==> src/rtl/mips_multicycle_ctrl.sv <==
// Main control FSM for the multicycle MIPS datapath: sequences each instruction
// over several clocks and decodes the state register into datapath controls.
module mips_multicycle_ctrl (
  input  logic       clk,
  input  logic       rst_n,
  input  logic [5:0] opcode,
  input  logic       jump_reg,
  input  logic       mem_ready,
  output logic       pc_write,
  output logic       pc_write_cond,
  output logic [1:0] pc_source,
  output logic       i_or_d,
  output logic       mem_read,
  output logic       mem_write,
  output logic       ir_write,
  output logic       mem_to_reg,
  output logic       reg_dst,
  output logic       reg_write,
  output logic       alu_src_a,
  output logic [1:0] alu_src_b,
  output logic [2:0] alu_op,
  output logic       instr_done,
  output logic       illegal_op,
  output logic [3:0] state
);

  localparam logic [3:0] S_IDLE = 4'd0,  S_FETCH = 4'd1,  S_DECODE = 4'd2,
                         S_MADDR = 4'd3, S_MREAD = 4'd4,  S_MWB = 4'd5,
                         S_MWRITE = 4'd6, S_EXEC = 4'd7,  S_RWB = 4'd8,
                         S_BRANCH = 4'd9, S_JUMP = 4'd10, S_IEXEC = 4'd11,
                         S_IWB = 4'd12;

  localparam logic [5:0] OP_R = 6'h00, OP_J = 6'h02, OP_BEQ = 6'h04,
                         OP_ADDI = 6'h08, OP_ANDI = 6'h0C, OP_ORI = 6'h0D,
                         OP_LW = 6'h23, OP_SW = 6'h2B;

  logic [3:0] r_state;
  logic [3:0] w_next;

  always_ff @(posedge clk or negedge rst_n) begin
    if (!rst_n) r_state <= S_IDLE;
    else        r_state <= w_next;
  end

  always_comb begin
    w_next = S_FETCH;
    case (r_state)
      S_FETCH:  w_next = mem_ready ? S_DECODE : S_FETCH;
      S_DECODE: begin
        case (opcode)
          OP_LW, OP_SW:             w_next = S_MADDR;
          OP_R:                     w_next = S_EXEC;
          OP_BEQ:                   w_next = S_BRANCH;
          OP_J:                     w_next = S_JUMP;
          OP_ADDI, OP_ANDI, OP_ORI: w_next = S_IEXEC;
          default:                  w_next = S_FETCH;
        endcase
      end
      S_MADDR:  w_next = (opcode == OP_SW) ? S_MWRITE : S_MREAD;
      S_MREAD:  w_next = mem_ready ? S_MWB : S_MREAD;
      S_MWRITE: w_next = mem_ready ? S_FETCH : S_MWRITE;
      S_EXEC:   w_next = S_RWB;
      S_IEXEC:  w_next = S_IWB;
      default:  w_next = S_FETCH;
    endcase
  end

  // Only FETCH/MEM_WRITE gate on mem_ready and R_WB on jump_reg; all else is pure state decode.
  always_comb begin
    pc_write      = 1'b0;
    pc_write_cond = 1'b0;
    pc_source     = 2'b00;
    i_or_d        = 1'b0;
    mem_read      = 1'b0;
    mem_write     = 1'b0;
    ir_write      = 1'b0;
    mem_to_reg    = 1'b0;
    reg_dst       = 1'b0;
    reg_write     = 1'b0;
    alu_src_a     = 1'b0;
    alu_src_b     = 2'b00;
    alu_op        = 3'b000;
    instr_done    = 1'b0;
    illegal_op    = 1'b0;
    case (r_state)
      S_FETCH: begin
        mem_read  = 1'b1;
        alu_src_b = 2'b01;
        ir_write  = mem_ready;
        pc_write  = mem_ready;
      end
      S_DECODE: begin
        alu_src_b = 2'b11;
        case (opcode)
          OP_R, OP_J, OP_BEQ, OP_ADDI, OP_ANDI, OP_ORI, OP_LW, OP_SW: illegal_op = 1'b0;
          default: illegal_op = 1'b1;
        endcase
      end
      S_MADDR: begin
        alu_src_a = 1'b1;
        alu_src_b = 2'b10;
      end
      S_MREAD: begin
        mem_read = 1'b1;
        i_or_d   = 1'b1;
      end
      S_MWB: begin
        reg_write  = 1'b1;
        mem_to_reg = 1'b1;
        instr_done = 1'b1;
      end
      S_MWRITE: begin
        mem_write  = 1'b1;
        i_or_d     = 1'b1;
        instr_done = mem_ready;
      end
      S_EXEC: begin
        alu_src_a = 1'b1;
        alu_op    = 3'b010;
      end
      S_RWB: begin
        alu_op     = 3'b010;
        instr_done = 1'b1;
        if (jump_reg) begin
          pc_write  = 1'b1;
          pc_source = 2'b11;
        end else begin
          reg_write = 1'b1;
          reg_dst   = 1'b1;
        end
      end
      S_BRANCH: begin
        alu_src_a     = 1'b1;
        alu_op        = 3'b001;
        pc_write_cond = 1'b1;
        pc_source     = 2'b01;
        instr_done    = 1'b1;
      end
      S_JUMP: begin
        pc_write   = 1'b1;
        pc_source  = 2'b10;
        instr_done = 1'b1;
      end
      S_IEXEC: begin
        alu_src_a = 1'b1;
        alu_src_b = 2'b10;
        case (opcode)
          OP_ANDI: alu_op = 3'b011;
          OP_ORI:  alu_op = 3'b100;
          default: alu_op = 3'b000;
        endcase
      end
      S_IWB: begin
        reg_write  = 1'b1;
        instr_done = 1'b1;
      end
      default: ;
    endcase
  end

  assign state = r_state;

endmodule

==> config.mk <==
export PLATFORM = sky130hd
export DESIGN_NAME = mips_multicycle_ctrl
export DESIGN_NICKNAME = d
export VERILOG_FILES = /design/src/rtl/mips_multicycle_ctrl.sv
export SDC_FILE = /design/constraint.sdc
export NUM_CORES = 1
export LEC_CHECK = 0
export BUFFER_PORTS_ARGS = -buffer_cell sky130_fd_sc_hd__clkbuf_2
export CAP_MARGIN = 20
export CORE_UTILIZATION = 45
export CTS_CLUSTER_DIAMETER = 40
export CTS_CLUSTER_SIZE = 30
export DETAILED_ROUTE_END_ITERATION = 10
export PLACE_DENSITY = 0.8
export SLEW_MARGIN = 10
export SYNTH_ARGS = -nofsm -noshare
export SYNTH_HDL_FRONTEND = slang
export SYNTH_SLANG_ARGS = --single-unit
==> constraint.sdc <==
create_clock -name clk -period 1.9 [get_ports clk]
set_clock_uncertainty 0.05 [all_clocks]
set_input_delay 0.285 -clock clk [delete_from_list [all_inputs] [get_ports clk]]
set_output_delay 0.285 -clock clk [all_outputs]
set_load 0.02 [all_outputs]
==> run_results.csv <==
group,metric,value,unit
global_routing,grt_max_degree,17,
die,core,0.00132,mm2
finish,n_fill_cell,118,
logic_synthesis,syn-instance-count,92,
detailed_routing,drt-pass1-iter-count,4,
die,start_util,0.493,
logic_synthesis,synthArstFlopShare,1.00,
outcome,status,"finished, final reports clean",
clock_network,cts.clk_slew.worst_paths,0.04,ns
finish,multi_input_area,499,um2
logic_synthesis,ys_seq_area_frac,0.154,
global_routing,antenna_found_initial,0,
min_path,hp-class,"primary input to flip-flop",
detailed_routing,post-route-drc-count,0,
clock_network,cts_inserted_buffers,3,
place,hpwl,1340,um
timing,timing.final.crit_share,0.956,
flow_run,cap_violations,0,
logic_synthesis,synth.distinct_cells,42,
timing,worst_pin_slew,0.553,ns
die,row_count,13,
place,gp_congestion,0.873,
die,die_h,40.0,um
logic_synthesis,synth-seq-cells,4,
detailed_routing,wl,1720,um
logic_synthesis,yosys_warnings,0,
finish,seqCellArea,105,um2
logic_synthesis,synth_fp_nets,102,
finish,antenna_cells,0,
critical_path,path_common_cell,"clkbuf_2",
clock_network,htreeDepth,1,
global_routing,grt_pass1_wl,2460,um
timing,setup_tns,0,ns
critical_path,cp_num_buf_inv,2,
finish,area_growth,32.6,%
timing,slew_violations,0,
pwr,sw_frac_of_total,0.544,
clock_network,worstSkewPairLatency,0.23,ns
detailed_routing,vias_per_cell,5.76,
detailed_routing,dr.first_iter.drc_count,19,
finish,finalNetCount,137,
global_routing,grt_pass1_vias,560,
timing,whs,0.299,ns
clock_network,cts_max_path_buffers,2,
critical_path,crit_type,"primary input to output pin",
critical_path,max_stage_delay,0.54,ns
timing,maxSlewHeadroom,0.628,
detailed_routing,dr_total_vias,807,
place,portBuffers,32,
logic_synthesis,syn_area,649,um2
critical_path,crit_path_cell_trace,"clkbuf_2, nor4_1, a41oi_1, o22ai_1, clkbuf_2",
global_routing,overflow,0,
pwr,power_per_cell_area,1370,mW/mm2
critical_path,crit_family,"simple AND/OR/NAND/NOR gates",
die,dieArea,0.00160,mm2
die,ios,33,
logic_synthesis,synth_edf_count,0,
critical_path,startpoint_type,"primary input",
pwr,p_leak,0.407,nW
die,fp.dieW,40.0,um
finish,largest_reg_flops,4,
timing,max_freq,550,MHz
logic_synthesis,syn_area_per_cell,7.06,um2
critical_path,critical_path.max_fanout,7,
pwr,p_switching,642,uW
detailed_routing,antenna_left,0,
timing,rsz0062_at_grt,"no",
timing,finalSetupViolCount,0,
logic_synthesis,synth_top_flop_cell,"dfrtp_1",
pwr,combinationalPowerShare,0.721,
critical_path,crit_arrival,1.48,ns
clock_network,postCtsSetupRepairBufs,0,
critical_path,crit_slowest_cell,"nor4_1",
clock_network,root_buffer,"clkbuf_4",
clock_network,cts_tree,"built",
pwr,seq_power_share,0.191,
pwr,intPower,538,uW
global_routing,grt_usage,0.232,
detailed_routing,routedWlPerCell,12.3,um
pwr,pwr-share-clk,0.088,
critical_path,critPathCaptureType,"output pin",
timing,hold_viol,0,
critical_path,required,1.56,ns
timing,min_period,1.82,ns
clock_network,cts_sinks,4,
finish,drive_above_1_share,0.392,
pwr,vdd_drop_max,0.776,mV
routing by layer:
layer	global-route usage	share of wire	routed length [um]	vias to the layer above
met5	0	0	0	-
met3	0.0333	0.056	97	0
met4	0.103	0	0	0
met2	0.367	0.51	876	36
li1	-	-	-	408
met1	0.310	0.43	749	363
cells in the mapped netlist (all sizes together) (3+ instances only):
master   n  area, um2
nor3     3       15.0
nand2b   3       18.8
a21boi   3       22.5
buf      7       37.5
a21oi    4       20.0
nor2b    7       43.8
nand2   10       37.5
inv      4       15.0
dfrtp    4        100
nor2    11       41.3
o21ai    4       20.0
cells by family after synthesis:
family | synth area share
compound gates | 0.347
xor+xnor | 0.0135
simple gates | 0.389
mux | 0.0154
buf+inv | 0.0809
flops | 0.154
cell type report:
class	count	share of cell area
Tap cell	15	0.0218
Timing Repair Buffer	37	0.233
Inverter	4	0.0174
Clock buffer	3	0.0262
Sequential cell	4	0.122
Multi-Input combinational cell	77	0.580
path summary, 6_finish.rpt:
kind	to	cells past startpoint	slack (ns)	startpoint
min	state[1]	2	0.30	opcode[4]
max	alu_op[1]	5	0.08	opcode[0]
min in group asynchronous	state[2]	2	0.34	rst_n
max in group asynchronous	state[1]	2	1.33	rst_n
min reg2reg	state[2]	2	0.58	state[0]
max reg2reg	state[3]	3	0.50	state[3]
placed cells by master (no fill, tap or decap), types with 2 or more instances in the layout:
cell type	count
a21boi_0	2
a21oi_1	4
a32oi_1	2
buf_4	4
clkbuf_2	32
clkbuf_4	3
dfrtp_2	4
inv_1	4
nand2_1	10
nand2b_1	3
nor2_1	11
nor2b_1	6
nor3_1	3
o211a_1	2
o21ai_0	2
o21ai_1	2
o21bai_1	2
timing repair:
action / 4_1_cts / 5_1_grt
resized for setup: 1 / 5
setup endpoints to repair: 1 / 8
hold buffers: 1 / 0
endpoints found under the hold margin: 4 / 0
pin swaps: 0 / 0
power by group through the flow:
| stage | Clock [mW] | Combinational, mW | Sequential [mW] |
|---|---|---|---|
| 4_1_cts | 0.110 | 0.849 | 0.218 |
| 5_1_grt | 0.115 | 0.922 | 0.238 |
| 2_1_floorplan | 0 | 0.606 | 0.192 |
| 3_3_place_gp | 0 | 0.831 | 0.216 |
| 6_report | 0.103 | 0.851 | 0.225 |
| 3_5_place_dp | 0 | 0.845 | 0.217 |
stage by stage:
stage | cell area [um2] | power (mW) | setup WS, ns | utilization | std cells
after global routing | 861 | 1.27 | 0.00157 | 0.653 | 140
after floorplan | 649 | 0.799 | 0.0468 | - | 92
after global placement | 821 | 1.05 | 0.217 | 0.623 | 136
after CTS | 855 | 1.18 | 0.00654 | 0.649 | 140
final | 861 | 1.18 | 0.0833 | 0.653 | 140
after detailed placement | 821 | 1.06 | 0.104 | 0.623 | 136
Power figures use the tool's default switching activity.
